==> src/rtl/csirx_pkg.sv <==
// CSI-2 RX header controller shared types.
// FSM states, header/CRC lengths, DT threshold, output bundle.
package csirx_pkg;

  typedef enum logic [2:0] {
    IDLE,
    HEADER,
    PAYLOAD,
    CRC,
    WAIT_EOT
  } state_t;

  localparam logic [5:0] DT_LONG_MIN = 6'h10;
  localparam int HDR_LEN = 4;
  localparam int CRC_LEN = 2;

  typedef struct packed {
    logic        hdr_valid;
    logic [7:0]  hdr_di;
    logic [15:0] hdr_wc;
    logic        hdr_short;
    logic        hdr_corrected;
    logic        pay_valid;
    logic [7:0]  pay_data;
    logic        pay_last;
    logic        pkt_done;
    logic        err_ecc;
    logic        err_trunc;
  } out_t;

  function automatic logic is_short(
    input logic [7:0] di
  );
    return di[5:0] < DT_LONG_MIN;
  endfunction

endpackage

==> src/rtl/csi_hdr_ctrl_if.sv <==
// Byte stream in, decoded header / payload / events out.
// slave: the controller side; master: the byte source / sink side.
interface csi_hdr_ctrl_if;
  logic [7:0]  byte_in;
  logic        byte_valid;
  logic        eot;
  logic        hdr_valid;
  logic [7:0]  hdr_di;
  logic [15:0] hdr_wc;
  logic        hdr_short;
  logic        hdr_corrected;
  logic        pay_valid;
  logic [7:0]  pay_data;
  logic        pay_last;
  logic        pkt_done;
  logic        err_ecc;
  logic        err_trunc;

  modport slave (
    input  byte_in, byte_valid, eot,
    output hdr_valid, hdr_di, hdr_wc,
    output hdr_short, hdr_corrected,
    output pay_valid, pay_data, pay_last,
    output pkt_done, err_ecc, err_trunc
  );

  modport master (
    output byte_in, byte_valid, eot,
    input  hdr_valid, hdr_di, hdr_wc,
    input  hdr_short, hdr_corrected,
    input  pay_valid, pay_data, pay_last,
    input  pkt_done, err_ecc, err_trunc
  );
endinterface

==> src/rtl/ecc_block.sv <==
// CSI-2 packet header SEC-DED: 24 data bits, ECC in [31:24].
// ph_in: raw header; ph_out: corrected data; one status flag each.
module ecc_block (
  input  logic [31:0] ph_in,
  output logic [23:0] ph_out,
  output logic        no_error,
  output logic        corrected_error,
  output logic        error
);

  // Syndrome of a single flipped data bit, D23 down to D0.
  localparam logic [23:0][5:0] COL = {
    6'h3B, 6'h37, 6'h2F, 6'h1F,
    6'h38, 6'h34, 6'h32, 6'h31,
    6'h2C, 6'h2A, 6'h29, 6'h26,
    6'h25, 6'h23, 6'h1C, 6'h1A,
    6'h19, 6'h16, 6'h15, 6'h13,
    6'h0E, 6'h0D, 6'h0B, 6'h07
  };

  logic [5:0]  calc;
  logic [7:0]  syn;
  logic [23:0] flip;
  logic        par_hit;

  always_comb begin
    calc = '0;
    for (int i = 0; i < 24; i++) begin
      if (ph_in[i]) calc = calc ^ COL[i];
    end
    // P7/P6 are always generated as 0, so a set
    // received bit there is a parity-bit flip.
    syn = {ph_in[31:30], calc ^ ph_in[29:24]};
    flip = '0;
    for (int i = 0; i < 24; i++) begin
      if (syn == {2'b00, COL[i]}) flip[i] = 1'b1;
    end
    par_hit = (syn != 8'h00) &&
              ((syn & (syn - 8'h01)) == 8'h00);
    ph_out = ph_in[23:0] ^ flip;
    no_error = (syn == 8'h00);
    corrected_error = (|flip) || par_hit;
    error = !no_error && !corrected_error;
  end

endmodule

==> src/rtl/csi_hdr_ctrl.sv <==
// CSI-2 RX packet header controller: ECC-checked header decode,
// payload forwarding, CRC skip and saturating packet statistics.
// Ports: clk, rst, bus (byte stream in / header, payload, events
// out), cnt_clear, cnt_pkt / cnt_corr / cnt_uncorr.
module csi_hdr_ctrl
  import csirx_pkg::*;
#(
  parameter int CNT_W = 16
) (
  input  logic             clk,
  input  logic             rst,
  csi_hdr_ctrl_if.slave    bus,
  input  logic             cnt_clear,
  output logic [CNT_W-1:0] cnt_pkt,
  output logic [CNT_W-1:0] cnt_corr,
  output logic [CNT_W-1:0] cnt_uncorr
);

  state_t      state;
  state_t      nxt;
  state_t      step;
  logic [31:0] ph;
  logic [1:0]  idx;
  logic [15:0] wc_cnt;
  logic [31:0] ecc_in;
  logic [23:0] ph_fix;
  logic        ecc_ok;
  logic        ecc_cor;
  logic        ecc_err;
  logic        hdr_last;
  logic        good;
  logic        fix_short;
  logic [15:0] fix_wc;
  logic        trunc;
  out_t        o_d;
  out_t        o_q;

  assign hdr_last = (state == HEADER) && bus.byte_valid &&
                    (idx == 2'(HDR_LEN - 1));

  // Outside the byte-3 cycle the ECC result is unused.
  assign ecc_in = hdr_last ? {bus.byte_in, ph[23:0]} : ph;

  ecc_block u_ecc (
    .ph_in           (ecc_in),
    .ph_out          (ph_fix),
    .no_error        (ecc_ok),
    .corrected_error (ecc_cor),
    .error           (ecc_err)
  );

  assign good      = ecc_ok || ecc_cor;
  assign fix_short = is_short(ph_fix[7:0]);
  assign fix_wc    = ph_fix[23:8];

  always_ff @(posedge clk) begin
    if (rst) state <= IDLE;
    else     state <= nxt;
  end

  // step: where the byte alone takes us; eot then overrides.
  always_comb begin
    step = state;
    unique case (state)
      IDLE:
        if (bus.byte_valid) step = HEADER;
      HEADER:
        if (hdr_last) begin
          if (!good || fix_short) step = WAIT_EOT;
          else if (fix_wc != 16'd0) step = PAYLOAD;
          else step = CRC;
        end
      PAYLOAD:
        if (bus.byte_valid && wc_cnt == 16'd1)
          step = CRC;
      CRC:
        if (bus.byte_valid && idx == 2'(CRC_LEN - 1))
          step = WAIT_EOT;
      WAIT_EOT:
        step = WAIT_EOT;
      default:
        step = IDLE;
    endcase
    nxt = step;
    trunc = 1'b0;
    if (bus.eot && state != IDLE) begin
      nxt = IDLE;
      trunc = (step == HEADER) || (step == PAYLOAD) ||
              (step == CRC);
    end
  end

  always_comb begin
    o_d = '0;
    if (hdr_last && good) begin
      o_d.hdr_valid     = 1'b1;
      o_d.hdr_di        = ph_fix[7:0];
      o_d.hdr_wc        = fix_wc;
      o_d.hdr_short     = fix_short;
      o_d.hdr_corrected = ecc_cor;
      o_d.pkt_done      = fix_short;
    end
    o_d.err_ecc = hdr_last && ecc_err;
    if (state == PAYLOAD && bus.byte_valid) begin
      o_d.pay_valid = 1'b1;
      o_d.pay_data  = bus.byte_in;
      o_d.pay_last  = (wc_cnt == 16'd1);
    end
    if (state == CRC && bus.byte_valid &&
        idx == 2'(CRC_LEN - 1))
      o_d.pkt_done = 1'b1;
    o_d.err_trunc = trunc;
  end

  always_ff @(posedge clk) begin
    if (rst) begin
      ph     <= '0;
      idx    <= '0;
      wc_cnt <= '0;
      o_q    <= '0;
    end else begin
      o_q <= o_d;
      case (state)
        IDLE:
          if (bus.byte_valid) begin
            ph  <= {24'h0, bus.byte_in};
            idx <= 2'd1;
          end
        HEADER:
          if (bus.byte_valid) begin
            ph[{idx, 3'b000} +: 8] <= bus.byte_in;
            idx <= idx + 2'd1;
            if (hdr_last) begin
              idx    <= '0;
              wc_cnt <= fix_wc;
            end
          end
        PAYLOAD:
          if (bus.byte_valid) wc_cnt <= wc_cnt - 16'd1;
        CRC:
          if (bus.byte_valid) idx <= idx + 2'd1;
        default: ;
      endcase
    end
  end

  always_ff @(posedge clk) begin
    if (rst || cnt_clear) begin
      cnt_pkt    <= '0;
      cnt_corr   <= '0;
      cnt_uncorr <= '0;
    end else begin
      if (o_d.pkt_done && !(&cnt_pkt))
        cnt_pkt <= cnt_pkt + CNT_W'(1);
      if (hdr_last && ecc_cor && !(&cnt_corr))
        cnt_corr <= cnt_corr + CNT_W'(1);
      if (o_d.err_ecc && !(&cnt_uncorr))
        cnt_uncorr <= cnt_uncorr + CNT_W'(1);
    end
  end

  assign bus.hdr_valid     = o_q.hdr_valid;
  assign bus.hdr_di        = o_q.hdr_di;
  assign bus.hdr_wc        = o_q.hdr_wc;
  assign bus.hdr_short     = o_q.hdr_short;
  assign bus.hdr_corrected = o_q.hdr_corrected;
  assign bus.pay_valid     = o_q.pay_valid;
  assign bus.pay_data      = o_q.pay_data;
  assign bus.pay_last      = o_q.pay_last;
  assign bus.pkt_done      = o_q.pkt_done;
  assign bus.err_ecc       = o_q.err_ecc;
  assign bus.err_trunc     = o_q.err_trunc;

endmodule

==> src/flat_wrapper.sv <==
// flat-port wrapper written by rule: the top's interface ports become plain ports
module csi_hdr_ctrl_flat import csirx_pkg::*;
#(
  parameter int CNT_W = 16
)
  (clk, rst, cnt_clear, cnt_pkt, cnt_corr, cnt_uncorr, bus_byte_in, bus_byte_valid, bus_eot, bus_hdr_valid, bus_hdr_di, bus_hdr_wc, bus_hdr_short, bus_hdr_corrected, bus_pay_valid, bus_pay_data, bus_pay_last, bus_pkt_done, bus_err_ecc, bus_err_trunc);
  csi_hdr_ctrl_if bus_i ();
  input  logic clk;
  input  logic rst;
  input  logic cnt_clear;
  output logic [CNT_W-1:0] cnt_pkt;
  output logic [CNT_W-1:0] cnt_corr;
  output logic [CNT_W-1:0] cnt_uncorr;
  input wire logic [$bits(bus_i.byte_in)-1:0] bus_byte_in;
  input wire logic [$bits(bus_i.byte_valid)-1:0] bus_byte_valid;
  input wire logic [$bits(bus_i.eot)-1:0] bus_eot;
  output wire logic [$bits(bus_i.hdr_valid)-1:0] bus_hdr_valid;
  output wire logic [$bits(bus_i.hdr_di)-1:0] bus_hdr_di;
  output wire logic [$bits(bus_i.hdr_wc)-1:0] bus_hdr_wc;
  output wire logic [$bits(bus_i.hdr_short)-1:0] bus_hdr_short;
  output wire logic [$bits(bus_i.hdr_corrected)-1:0] bus_hdr_corrected;
  output wire logic [$bits(bus_i.pay_valid)-1:0] bus_pay_valid;
  output wire logic [$bits(bus_i.pay_data)-1:0] bus_pay_data;
  output wire logic [$bits(bus_i.pay_last)-1:0] bus_pay_last;
  output wire logic [$bits(bus_i.pkt_done)-1:0] bus_pkt_done;
  output wire logic [$bits(bus_i.err_ecc)-1:0] bus_err_ecc;
  output wire logic [$bits(bus_i.err_trunc)-1:0] bus_err_trunc;
  assign bus_i.byte_in = bus_byte_in;
  assign bus_i.byte_valid = bus_byte_valid;
  assign bus_i.eot = bus_eot;
  assign bus_hdr_valid = bus_i.hdr_valid;
  assign bus_hdr_di = bus_i.hdr_di;
  assign bus_hdr_wc = bus_i.hdr_wc;
  assign bus_hdr_short = bus_i.hdr_short;
  assign bus_hdr_corrected = bus_i.hdr_corrected;
  assign bus_pay_valid = bus_i.pay_valid;
  assign bus_pay_data = bus_i.pay_data;
  assign bus_pay_last = bus_i.pay_last;
  assign bus_pkt_done = bus_i.pkt_done;
  assign bus_err_ecc = bus_i.err_ecc;
  assign bus_err_trunc = bus_i.err_trunc;
  csi_hdr_ctrl #(.CNT_W(CNT_W)) u_core (.clk(clk), .rst(rst), .bus(bus_i), .cnt_clear(cnt_clear), .cnt_pkt(cnt_pkt), .cnt_corr(cnt_corr), .cnt_uncorr(cnt_uncorr));
endmodule
==> config.mk <==
export PLATFORM = sky130hd
export DESIGN_NAME = csi_hdr_ctrl_flat
export DESIGN_NICKNAME = d
export VERILOG_FILES = /design/src/rtl/csirx_pkg.sv /design/src/rtl/csi_hdr_ctrl_if.sv /design/src/rtl/ecc_block.sv /design/src/rtl/csi_hdr_ctrl.sv /design/src/flat_wrapper.sv
export SDC_FILE = /design/constraint.sdc
export NUM_CORES = 1
export LEC_CHECK = 0
export ABC_AREA = 1
export ABC_CLOCK_PERIOD_IN_PS = 3300
export CORE_MARGIN = 2
export CORE_UTILIZATION = 36
export CTS_CLUSTER_DIAMETER = 60
export DETAILED_ROUTE_END_ITERATION = 10
export DONT_BUFFER_PORTS = 1
export PLACE_DENSITY_LB_ADDON = 0.3
export SYNTH_ARGS = -nofsm -noshare
export SYNTH_HDL_FRONTEND = slang
export SYNTH_SLANG_ARGS = --single-unit
==> constraint.sdc <==
create_clock -name clk -period 3.3 [get_ports clk]
set_input_delay 0.66 -clock clk [delete_from_list [all_inputs] [get_ports clk]]
set_output_delay 0.66 -clock clk [all_outputs]
set_load 0.03 [all_outputs]
==> flow_metrics.env, run 1 <==
export IMPL_outcome="finished clean"
export IMPL_path_cells="ha_4 -> nand3_4 -> nor2_4 -> buf_6 -> nand2_4 -> nand2_4 -> nand2_1 -> nand2_1 -> nand2_1 -> nand3b_1 -> nand2_2 -> nand2_1 -> nor2_1 -> nand2_1 -> nand2_1 -> nor2_1 -> nand2_1 -> nor2_4 -> nand3_4 -> nor2_4 -> nand2_8 -> buf_4 -> nand2_1 -> a21oi_1"
export IMPL_portBuffers=0
export IMPL_die_w_um=159
export IMPL_synth_edf_count=0
export IMPL_synth_compound_area_share_pct=10.4
export IMPL_critPathArrivalTime_ns=3.44
export IMPL_min_period_ns=3.13
export IMPL_synth_mux_area_share_pct=0
export IMPL_ir_drop_mv=0.306
export IMPL_synthSimpleGateAreaFrac_pct=37.3
export IMPL_synthCells=1319
export IMPL_synth_top_area_cell="dfxtp_1"
export IMPL_ys_flop_type="dfxtp_1"
export IMPL_antenna_found_initial=0
export IMPL_total_power_w=0.00446
export IMPL_cp_top_family="simple AND/OR/NAND/NOR gates"
export IMPL_viasPerCell=4.86
export IMPL_max_freq_mhz=319
export IMPL_slew_headroom_pct=43.6
export IMPL_cts_sinks=141
export IMPL_crit_path_end_kind="flip-flop"
export IMPL_route_detailed_drc=0
export IMPL_clk_pin_slew_ns=0.07
export IMPL_stdcell_area_um2=10200
export IMPL_synth_xor_area_share_pct=8.89
export IMPL_fin_util_pct=43.2
export IMPL_root_buffer="clkbuf_16"
export IMPL_synthAdderAreaFrac_pct=1.44
export IMPL_routabilityCongestion=0.913
export IMPL_syn_area_um2=8670
export IMPL_switching_share_pct=31.2
export IMPL_seq_power_share_pct=39.3
export IMPL_fin_nets=1397
export IMPL_worstMarginPinSlew_ns=0.839
export IMPL_area_growth_pct=17.2
export IMPL_drt_pass1_iter_count=5
export IMPL_final_layout_size_suffix_gt1_share_pct=15.3
export IMPL_cts_tree="built"
export IMPL_max_stage_delay_ns=0.35
export IMPL_floorplan_initialDensity_pct=36.8
export IMPL_yosysWarnings=0
export IMPL_ys_seq_elements=141
export IMPL_grtUsageTotal_pct=18.8
export IMPL_worst_path_stages=24
export IMPL_wirelength_um=24100
export IMPL_dp_hpwl_um=18300
export IMPL_tns_ns=0
export IMPL_internal_power_w=0.00307
export IMPL_synth_area_top_cells="dfxtp_1 (33%), nand2_1 (17%), nor2_1 (6.5%), xor2_1 (6.3%), inv_1 (5.9%)"
export IMPL_start_kind="flip-flop"
export IMPL_grt_first_pass_wirelength_um=38500
export IMPL_via_count=8288
export IMPL_die_height_um=159
export IMPL_place_area_um2=9330
export IMPL_async_flop_share_pct=0
export IMPL_ant_nets=0
export IMPL_clock_power_share_pct=43.3
export IMPL_crit_slowest_cell="dfxtp_2"
export IMPL_synth_nets=1342
export IMPL_insertedDiodeCount=0
export IMPL_cts_buffers=17
export IMPL_synth_top_family_by_area="simple AND/OR/NAND/NOR gates"
export IMPL_p_sw_w=0.00139
export IMPL_rows=56
export IMPL_die_area_um2=25400
export IMPL_grt_pass1_vias=7639
export IMPL_htree_levels=4
export IMPL_finClkSkew_ns=0.0105
export IMPL_overflow=0
export IMPL_path_class="flip-flop to flip-flop"
export IMPL_combPwrFrac_pct=17.4
export IMPL_synth_top_cell_area_share_pct=32.5
export IMPL_grt_max_degree=46
export IMPL_worstPathRequired_ns=3.61
export IMPL_synth_seq_area_share_pct=32.5
export IMPL_crit_path_max_fanout=7
export IMPL_p_leak_nw=4.37
export IMPL_clock_path_buffers=2
export IMPL_hp_class="input pin to flip-flop"
export IMPL_routedWlPerCell_um=14.1
export IMPL_cp_common_cell="nand2_1"
export IMPL_fin_crit_sh_pct=94.9
export IMPL_dr_first_iter_drc_count=523
export IMPL_whs_path_depth=1
export IMPL_synth_cell_types=49
export IMPL_clk_latency_ns=0.43
export IMPL_avgSynthCellArea_um2=6.58
export IMPL_hold_viol=0
export IMPL_ios=101
export IMPL_critPathBufInv=2
export IMPL_maxCapViolCount=0
export IMPL_slew_viol_final=0
export IMPL_power_density_nw_per_um2=439
export IMPL_setup_viol=0
export IMPL_core_um2=23500
export IMPL_worst_r2r_path_depth=24
state kept, by name, indices dropped and copies added, names as in the netlist, 2 cells and up:
name	cells
u_core.ph	32
u_core.bus.hdr_wc	16
u_core.cnt_corr	16
u_core.cnt_pkt	16
u_core.cnt_uncorr	16
u_core.wc_cnt	16
u_core.bus.hdr_di	8
u_core.bus.pay_data	8
u_core.state	3
u_core.idx	2
final timing paths:
check	from	end	slack (ns)
worst min-delay path	rst	u_core.ph[13]	0.30
worst min register to register	u_core.ph[27]	u_core.ph[27]	0.46
worst max-delay path	u_core.idx[0]	u_core.cnt_uncorr[6]	0.17
worst max register to register	u_core.idx[0]	u_core.cnt_uncorr[6]	0.17
final cells by class:
cell class | instances | area, um2
fill | 2493 | 13400
multi-input combinational | 988 | 5140
sequential | 141 | 2840
timing repair buffer | 78 | 631
inverter | 148 | 572
clock buffer | 18 | 439
tap | 319 | 399
clock inverter | 14 | 150
layer usage:
| layer | part of all wire (%) | global-route usage, % | vias up |
|---|---|---|---|
| met5 | 0 | 0 | - |
| met4 | 2.8 | 7.15 | 0 |
| met3 | 6.3 | 5.16 | 41 |
| met2 | 46 | 30.6 | 220 |
| met1 | 45 | 23.6 | 3737 |
| li1 | - | - | 4290 |
cell usage in the layout (no fill, tap or decap), types with 7 or more instances in the layout:
cell | synthesis | final
nand3_2 | 4 | 7
buf_4 | 5 | 73
nand4_1 | 11 | 11
o22ai_1 | 10 | 10
o21ai_0 | 40 | 37
xor2_1 | 62 | 62
nor2_1 | 150 | 146
nand2_2 | 27 | 28
inv_1 | 136 | 136
nor3_1 | 17 | 17
inv_2 | 7 | 7
nor2_4 | 9 | 9
nand2_4 | 6 | 12
nand3_1 | 93 | 90
a21oi_2 | 11 | 11
dfxtp_1 | 141 | 133
a21oi_1 | 77 | 77
dfxtp_2 | 0 | 7
ha_1 | 10 | 9
clkbuf_16 | 0 | 17
nand2_1 | 383 | 376
xnor2_1 | 26 | 26
timing repair:
item	in CTS	in global routing
endpoints found under the setup margin	0	73
endpoints found under the hold margin	0	0
hold buffers	0	0
gates resized for setup	0	42
buffers inserted	0	13
logic make-up (layout without fill, tap and decap cells):
kind of cell	count (synthesis)	after routing
and+or+nand+nor	729	730
adders and majority gates	10	10
buffers and inverters	191	258
AOI/OAI and AO/OA	160	160
DFF	141	141
xor gates and xnor gates	88	88
per-stage QoR:
stage	setup WS (ns)	hold slack, ns	std cells
2_1_floorplan	0.486	0.431	1319
3_3_place_gp	0.0806	0.453	1660
3_5_place_dp	0.0201	0.446	1660
4_1_cts	0.0770	0.288	1692
5_1_grt	-0.0458	0.276	1706
6_report	0.169	0.302	1706
cells in the mapped netlist, types with 6 or more instances:
master / instances
nand2_1: 383
nor3_1: 17
xnor2_1: 26
nand2_2: 27
inv_2: 7
buf_2: 13
o21ai_0: 40
inv_1: 136
a21oi_1: 77
and2_1: 6
nor2_4: 9
dfxtp_1: 141
nand3b_1: 6
nand2_4: 6
clkbuf_1: 16
xor2_1: 62
nand4_1: 11
a21oi_2: 11
ha_1: 10
nand3_1: 93
o22ai_1: 10
nor2_1: 150
power by group through the flow:
| stage | Combinational (W) | Clock [W] | Sequential (W) |
|---|---|---|---|
| after floorplan | 0.000550 | 0 | 0.00178 |
| after global placement | 0.000687 | 0 | 0.00179 |
| after detailed placement | 0.000696 | 0 | 0.00179 |
| after CTS | 0.000700 | 0.00198 | 0.00175 |
| after global routing | 0.000864 | 0.00206 | 0.00175 |
| final | 0.000778 | 0.00193 | 0.00175 |
No activity file was read; power rests on OpenSTA's default activity.
==> inputs of run 2 (changes only) <==
--- a/config.mk
+++ b/config.mk
@@ -7,11 +7,11 @@
 export LEC_CHECK = 0
 export ABC_AREA = 1
 export ABC_CLOCK_PERIOD_IN_PS = 3300
+export BUFFER_PORTS_ARGS = -buffer_cell sky130_fd_sc_hd__buf_2
 export CORE_MARGIN = 2
 export CORE_UTILIZATION = 36
 export CTS_CLUSTER_DIAMETER = 60
 export DETAILED_ROUTE_END_ITERATION = 10
-export DONT_BUFFER_PORTS = 1
 export PLACE_DENSITY_LB_ADDON = 0.3
 export SYNTH_ARGS = -nofsm -noshare
 export SYNTH_HDL_FRONTEND = slang
==> run 2 against run 1 <==
Net effect: routed wire length up 3.1%; maximum frequency hardly changed; count of clock-buffer cells in the layout shrank 1; core utilization grew 2.4 points; first-iteration DRC count shrank 10%; final cell count up 5.9%; die area stayed put; highest routed layer unchanged.
==> flow_metrics.env, run 2 (synthesis results as in run 1) <==
export IMPL_cts_buffers=17
export IMPL_cts_sinks=141
export IMPL_p_leak_nw=4.92
export IMPL_grt_pass1_vias=7974
export IMPL_worst_r2r_path_depth=22
export IMPL_hold_viol=0
export IMPL_grtUsageTotal_pct=19.4
export IMPL_rows=56
export IMPL_path_cells="ha_4 -> nand3_4 -> nor2_4 -> buf_12 -> nand2_1 -> o21ai_1 -> inv_1 -> nand2_1 -> nand2_1 -> nand2_4 -> nor2_1 -> nand2_1 -> nand2_1 -> nor2_1 -> nand2_1 -> nor2_4 -> nand3_4 -> nor2_4 -> nand2_4 -> buf_6 -> buf_4 -> a21oi_1"
export IMPL_min_to="u_core.ph[27]"
export IMPL_internal_power_w=0.00316
export IMPL_max_freq_mhz=319
export IMPL_dr_first_iter_drc_count=469
export IMPL_drt_pass1_iter_count=5
export IMPL_total_power_w=0.00460
export IMPL_switching_share_pct=31.4
export IMPL_regMostFlops="u_core.ph"
export IMPL_core_um2=23500
export IMPL_power_density_nw_per_um2=429
export IMPL_critPathArrivalTime_ns=3.50
export IMPL_routedWlPerCell_um=13.8
export IMPL_slew_viol_final=0
export IMPL_portBuffers=100
export IMPL_max_stage_delay_ns=0.36
export IMPL_combPwrFrac_pct=17.5
export IMPL_route_detailed_drc=0
export IMPL_htree_levels=4
export IMPL_clock_power_share_pct=44.4
export IMPL_hp_class="flip-flop to flip-flop"
export IMPL_floorplan_initialDensity_pct=36.8
export IMPL_min_period_ns=3.13
export IMPL_ir_drop_mv=0.359
export IMPL_fin_util_pct=45.6
export IMPL_cp_common_cell="nand2_1"
export IMPL_crit_path_end_kind="flip-flop"
export IMPL_finClkSkew_ns=0.0166
export IMPL_regToRegSetupSlack_ns=0.17
export IMPL_wirelength_um=24900
export IMPL_outcome="finished clean"
export IMPL_die_area_um2=25400
export IMPL_via_count=8696
export IMPL_ios=101
export IMPL_largest_reg_flops=32
export IMPL_whs_ns=0.471
export IMPL_slew_headroom_pct=46.7
export IMPL_grt_first_pass_wirelength_um=40100
export IMPL_min_from="u_core.ph[27]"
export IMPL_clock_path_buffers=2
export IMPL_crit_path_max_fanout=7
export IMPL_routabilityCongestion=0.934
export IMPL_grt_max_degree=32
export IMPL_worstPathRequired_ns=3.67
export IMPL_seq_power_share_pct=38.1
export IMPL_antenna_found_initial=1
export IMPL_r2r_end="u_core.cnt_uncorr[0]"
export IMPL_worstMarginPinSlew_ns=0.793
export IMPL_maxCapViolCount=0
export IMPL_viasPerCell=4.82
export IMPL_layout_commonest_cell="nand2_1"
export IMPL_setup_viol=0
export IMPL_whs_path_depth=2
export IMPL_cp_top_family="simple AND/OR/NAND/NOR gates"
export IMPL_start_kind="flip-flop"
export IMPL_r2r_start="u_core.idx[1]"
export IMPL_p_sw_w=0.00145
export IMPL_critPathBufInv=4
export IMPL_n_fill_cell=2465
export IMPL_clk_latency_ns=0.44
export IMPL_path_class="flip-flop to flip-flop"
export IMPL_fin_crit_sh_pct=94.9
export IMPL_dp_hpwl_um=18900
export IMPL_overflow=0
export IMPL_fin_nets=1496
export IMPL_clk_pin_slew_ns=0.07
export IMPL_root_buffer="clkbuf_16"
export IMPL_layout_common_cells="nand2_1 (377), nor2_1 (147), inv_1 (136)"
export IMPL_die_w_um=159
export IMPL_ant_nets=0
export IMPL_cts_tree="built"
export IMPL_crit_slowest_cell="dfxtp_2"
export IMPL_final_layout_size_suffix_gt1_share_pct=20.6
export IMPL_area_growth_pct=23.7
export IMPL_die_height_um=159
==> run 2: changes by cell type in the layout (fill, tap and decap cells not counted), sizes merged <==
cell | previous run | this run
clkinvlp | 2 | 0
diode | 0 | 1
nand2 | 417 | 416
bufinv | 1 | 2
buf | 78 | 176
inv | 152 | 154
clkbuf | 18 | 19
==> run 2: power groups by stage <==
stage | logic [W] | registers [W] | clock network (W)
final | 0.000807 | 0.00175 | 0.00204
after global routing | 0.000895 | 0.00175 | 0.00215
after CTS | 0.000743 | 0.00175 | 0.00208
after detailed placement | 0.000739 | 0.00179 | 0
after global placement | 0.000734 | 0.00179 | 0
after floorplan | 0.000550 | 0.00178 | 0
==> run 2: final cells by class <==
cell class / count / area (um2) / area share, %
flip-flops and latches: 141 / 2830 / 26.4
well taps: 319 / 399 / 3.72
diodes: 1 / 2.50 / 0.0233
repair buffers: 178 / 1190 / 11.1
inverters: 148 / 573 / 5.34
clock buffers: 17 / 425 / 3.97
multi-input cells: 987 / 5120 / 47.7
clock inverters: 15 / 194 / 1.81
==> run 2: metrics by stage <==
stage          instance area [um2]  cells  setup WS, ns  setup TNS [ns]
6_report                     10700   1806         0.169               0
5_1_grt                      10700   1805       -0.0355          -0.361
4_1_cts                      10500   1794         0.162               0
3_5_place_dp                  9880   1762       -0.0259         -0.0480
3_3_place_gp                  9880   1762        0.0436               0
2_1_floorplan                 8670   1319         0.486               0
==> run 2: layer usage <==
layer	wire, um	up-vias	global-route usage, %
met5	0	-	0
met4	488	0	6.12
met3	1410	32	3.54
met2	11300	249	31.2
met1	11700	3934	26.4
li1	-	4481	-
==> run 2: worst reg2reg max path, cell delays in order (launching register included) <==
cell	delay, ns
dfxtp_2	0.36
ha_4	0.14
nand3_4	0.11
nor2_4	0.25
buf_12	0.16
nand2_1	0.04
o21ai_1	0.15
inv_1	0.09
nand2_1	0.07
nand2_1	0.11
nand2_4	0.13
nor2_1	0.07
nand2_1	0.09
nand2_1	0.08
nor2_1	0.10
nand2_1	0.11
nor2_4	0.16
nand3_4	0.15
nor2_4	0.17
nand2_4	0.13
buf_6	0.16
buf_4	0.13
a21oi_1	0.12
==> run 2: worst max-delay path by stage <==
stage / from / to / depth (start not counted)
after floorplan: bus_byte_valid / u_core.cnt_pkt[11] / 23
after global placement: bus_byte_valid / u_core.cnt_uncorr[1] / 21
after detailed placement: bus_byte_valid / u_core.cnt_uncorr[10] / 21
after CTS: u_core.idx[1] / u_core.cnt_uncorr[10] / 21
after global routing: u_core.idx[0] / u_core.cnt_corr[13] / 21
final: u_core.idx[1] / u_core.cnt_uncorr[0] / 22
==> run 2: timing repair <==
action	4_1_cts	5_1_grt
endpoints found under the setup margin	0	60
buffers inserted	0	9
gates resized for setup	0	37
hold buffers	0	0
==> inputs of run 3 (changes only) <==
--- a/config.mk
+++ b/config.mk
@@ -8,8 +8,10 @@
 export ABC_AREA = 1
 export ABC_CLOCK_PERIOD_IN_PS = 3300
 export BUFFER_PORTS_ARGS = -buffer_cell sky130_fd_sc_hd__buf_2
+export CELL_PAD_IN_SITES_DETAIL_PLACEMENT = 0
+export CELL_PAD_IN_SITES_GLOBAL_PLACEMENT = 1
 export CORE_MARGIN = 2
-export CORE_UTILIZATION = 36
+export CORE_UTILIZATION = 40
 export CTS_CLUSTER_DIAMETER = 60
 export DETAILED_ROUTE_END_ITERATION = 10
 export PLACE_DENSITY_LB_ADDON = 0.3
==> run 3 against run 2 <==
Net effect: final cell count decreased by 3.6%; clock skew decreased by 0.0039 ns; register-to-register slack improved by 0.09 ns; worst hold slack improved by 0.0019 ns; total power decreased by 6.6%; critical path type unchanged.
==> flow_metrics.env, run 3 (synthesis results as in run 1) <==
export IMPL_dpl_cell_count=1709
export IMPL_largest_reg_flops=32
export IMPL_wirelength_um=25000
export IMPL_max_stage_delay_ns=0.48
export IMPL_setup_ws_ns=0.260
export IMPL_die_w_um=151
export IMPL_slew_viol_final=0
export IMPL_routabilityCongestion=0.916
export IMPL_drt_pass1_iter_count=5
export IMPL_die_area_um2=22900
export IMPL_dr_first_iter_drc_count=416
export IMPL_ir_drop_mv=0.319
export IMPL_routedWlPerCell_um=14.4
export IMPL_core_um2=21200
export IMPL_setup_viol=0
export IMPL_insertedDiodeCount=0
export IMPL_path_cells="inv_1 -> nand2_1 -> nand2_1 -> nand2_1 -> nand3b_1 -> nand2_1 -> inv_1 -> nand2_1 -> nand2_1 -> nand2_1 -> nand2_2 -> nand2_1 -> nor2_1 -> nand2_1 -> nand2_1 -> nor2_1 -> nand2_1 -> nor2_4 -> nand3_4 -> nor2_4 -> nand2_4 -> buf_4 -> nand2_1 -> a21oi_1"
export IMPL_area_growth_pct=18.9
export IMPL_hold_viol=0
export IMPL_stdcell_count=1741
export IMPL_regMostFlops="u_core.ph"
export IMPL_ant_nets=0
export IMPL_crit_path_end_kind="flip-flop"
export IMPL_dp_hpwl_um=19300
export IMPL_min_period_ns=3.04
export IMPL_outcome="finished clean"
export IMPL_worstPathRequired_ns=3.60
export IMPL_grtUsageTotal_pct=22.5
export IMPL_finClkSkew_ns=0.0127
export IMPL_power_density_nw_per_um2=417
export IMPL_ios=101
export IMPL_clock_path_buffers=2
export IMPL_hp_class="flip-flop to flip-flop"
export IMPL_path_class="flip-flop to flip-flop"
export IMPL_rows=53
export IMPL_floorplan_initialDensity_pct=41.0
export IMPL_root_buffer="clkbuf_16"
export IMPL_layout_commonest_cell="nand2_1"
export IMPL_grt_max_degree=45
export IMPL_max_freq_mhz=329
export IMPL_die_height_um=151
export IMPL_fin_nets=1476
export IMPL_cts_sinks=141
export IMPL_fin_crit_sh_pct=92.1
export IMPL_layout_common_cells="nand2_1 (382), nor2_1 (148), inv_1 (136)"
export IMPL_maxCapViolCount=0
export IMPL_grt_pass1_vias=7899
export IMPL_cp_common_cell="nand2_1"
export IMPL_clk_latency_ns=0.42
export IMPL_place_ws_ns=-0.0116
export IMPL_antenna_found_initial=1
export IMPL_critPathArrivalTime_ns=3.34
export IMPL_viasPerCell=4.84
export IMPL_portBuffers=100
export IMPL_crit_path_max_fanout=10
export IMPL_slew_headroom_pct=32.3
export IMPL_tns_ns=0
export IMPL_overflow=0
export IMPL_htree_levels=4
export IMPL_grt_first_pass_wirelength_um=40300
export IMPL_crit_slowest_cell="dfxtp_1"
export IMPL_final_layout_size_suffix_gt1_share_pct=18.7
export IMPL_cts_buffers=17
export IMPL_cts_tree="built"
export IMPL_route_detailed_drc=0
export IMPL_via_count=8426
export IMPL_start_kind="flip-flop"
export IMPL_p_leak_nw=4.73
export IMPL_clk_pin_slew_ns=0.07
export IMPL_worstMarginPinSlew_ns=1.01
## run 3: changes by cell type in the layout (fill, tap and decap cells not counted), moves of 3 or more
cell / before / now
buf_4: 70 / 54
clkinv_8: 3 / 0
clkinvlp_4: 0 / 4
inv_8: 5 / 1
nand2_1: 377 / 382
nand2_4: 9 / 6
## run 3: stage by stage
step | total power, W | hold slack [ns] | area, um2 | util (%)
final | 0.00430 | 0.473 | 10300 | 48.8
after CTS | 0.00432 | 0.471 | 10300 | 48.7
after detailed placement | 0.00252 | 0.460 | 9750 | 46.1
after global routing | 0.00449 | 0.494 | 10300 | 48.8
after global placement | 0.00252 | 0.455 | 9750 | 46.1
after floorplan | 0.00233 | 0.431 | 8670 | -
## run 3: worst max-delay path, delay by kind of cell (launching register included)
kind / cells / cell delay (ns)
AOI/OAI and AO/OA: 1 / 0.06
DFF: 1 / 0.48
and+or+nand+nor: 20 / 2.02
buffers and inverters: 3 / 0.35
## run 3: final timing paths
check / slack [ns] / cells after the start / end / startpoint
max: 0.26 / 24 / u_core.cnt_uncorr[3] / u_core.ph[0]
min: 0.47 / 2 / u_core.ph[24] / u_core.ph[24]
max reg2reg: 0.26 / 24 / u_core.cnt_uncorr[3] / u_core.ph[0]
min reg2reg: 0.47 / 2 / u_core.ph[24] / u_core.ph[24]
## run 3: timing repair
item / in CTS / in global routing
hold buffers: 0 / 0
endpoints found under the setup margin: 0 / 73
resized for setup: 0 / 12
buffers inserted: 0 / 0
## run 3: cell type report
cell class                 instances  area, um2
clock buffer                      21        460
fill                            2170      10800
timing repair buffer             158        986
sequential                       141       2830
inverter                         148        564
multi-input combinational        987       5040
tap                              275        344
clock inverter                    11       86.3
## run 3: report_power, final
| part | internal, W | total, W | switching (W) |
|---|---|---|---|
| clock network | 0.00101 | 0.00180 | 0.000790 |
| registers | 0.00173 | 0.00176 | 0.0000299 |
| logic | 0.000231 | 0.000742 | 0.000511 |
## run 3: routing by layer
layer  vias to the layer above  track usage [%]  part of all wire (%)
li1                       4443                -                     -
met1                      3780             29.6                    48
met2                       163             36.6                    45
met3                        38             3.58                   3.5
met4                         2             9.58                   3.2
met5                         -                0                 0.052
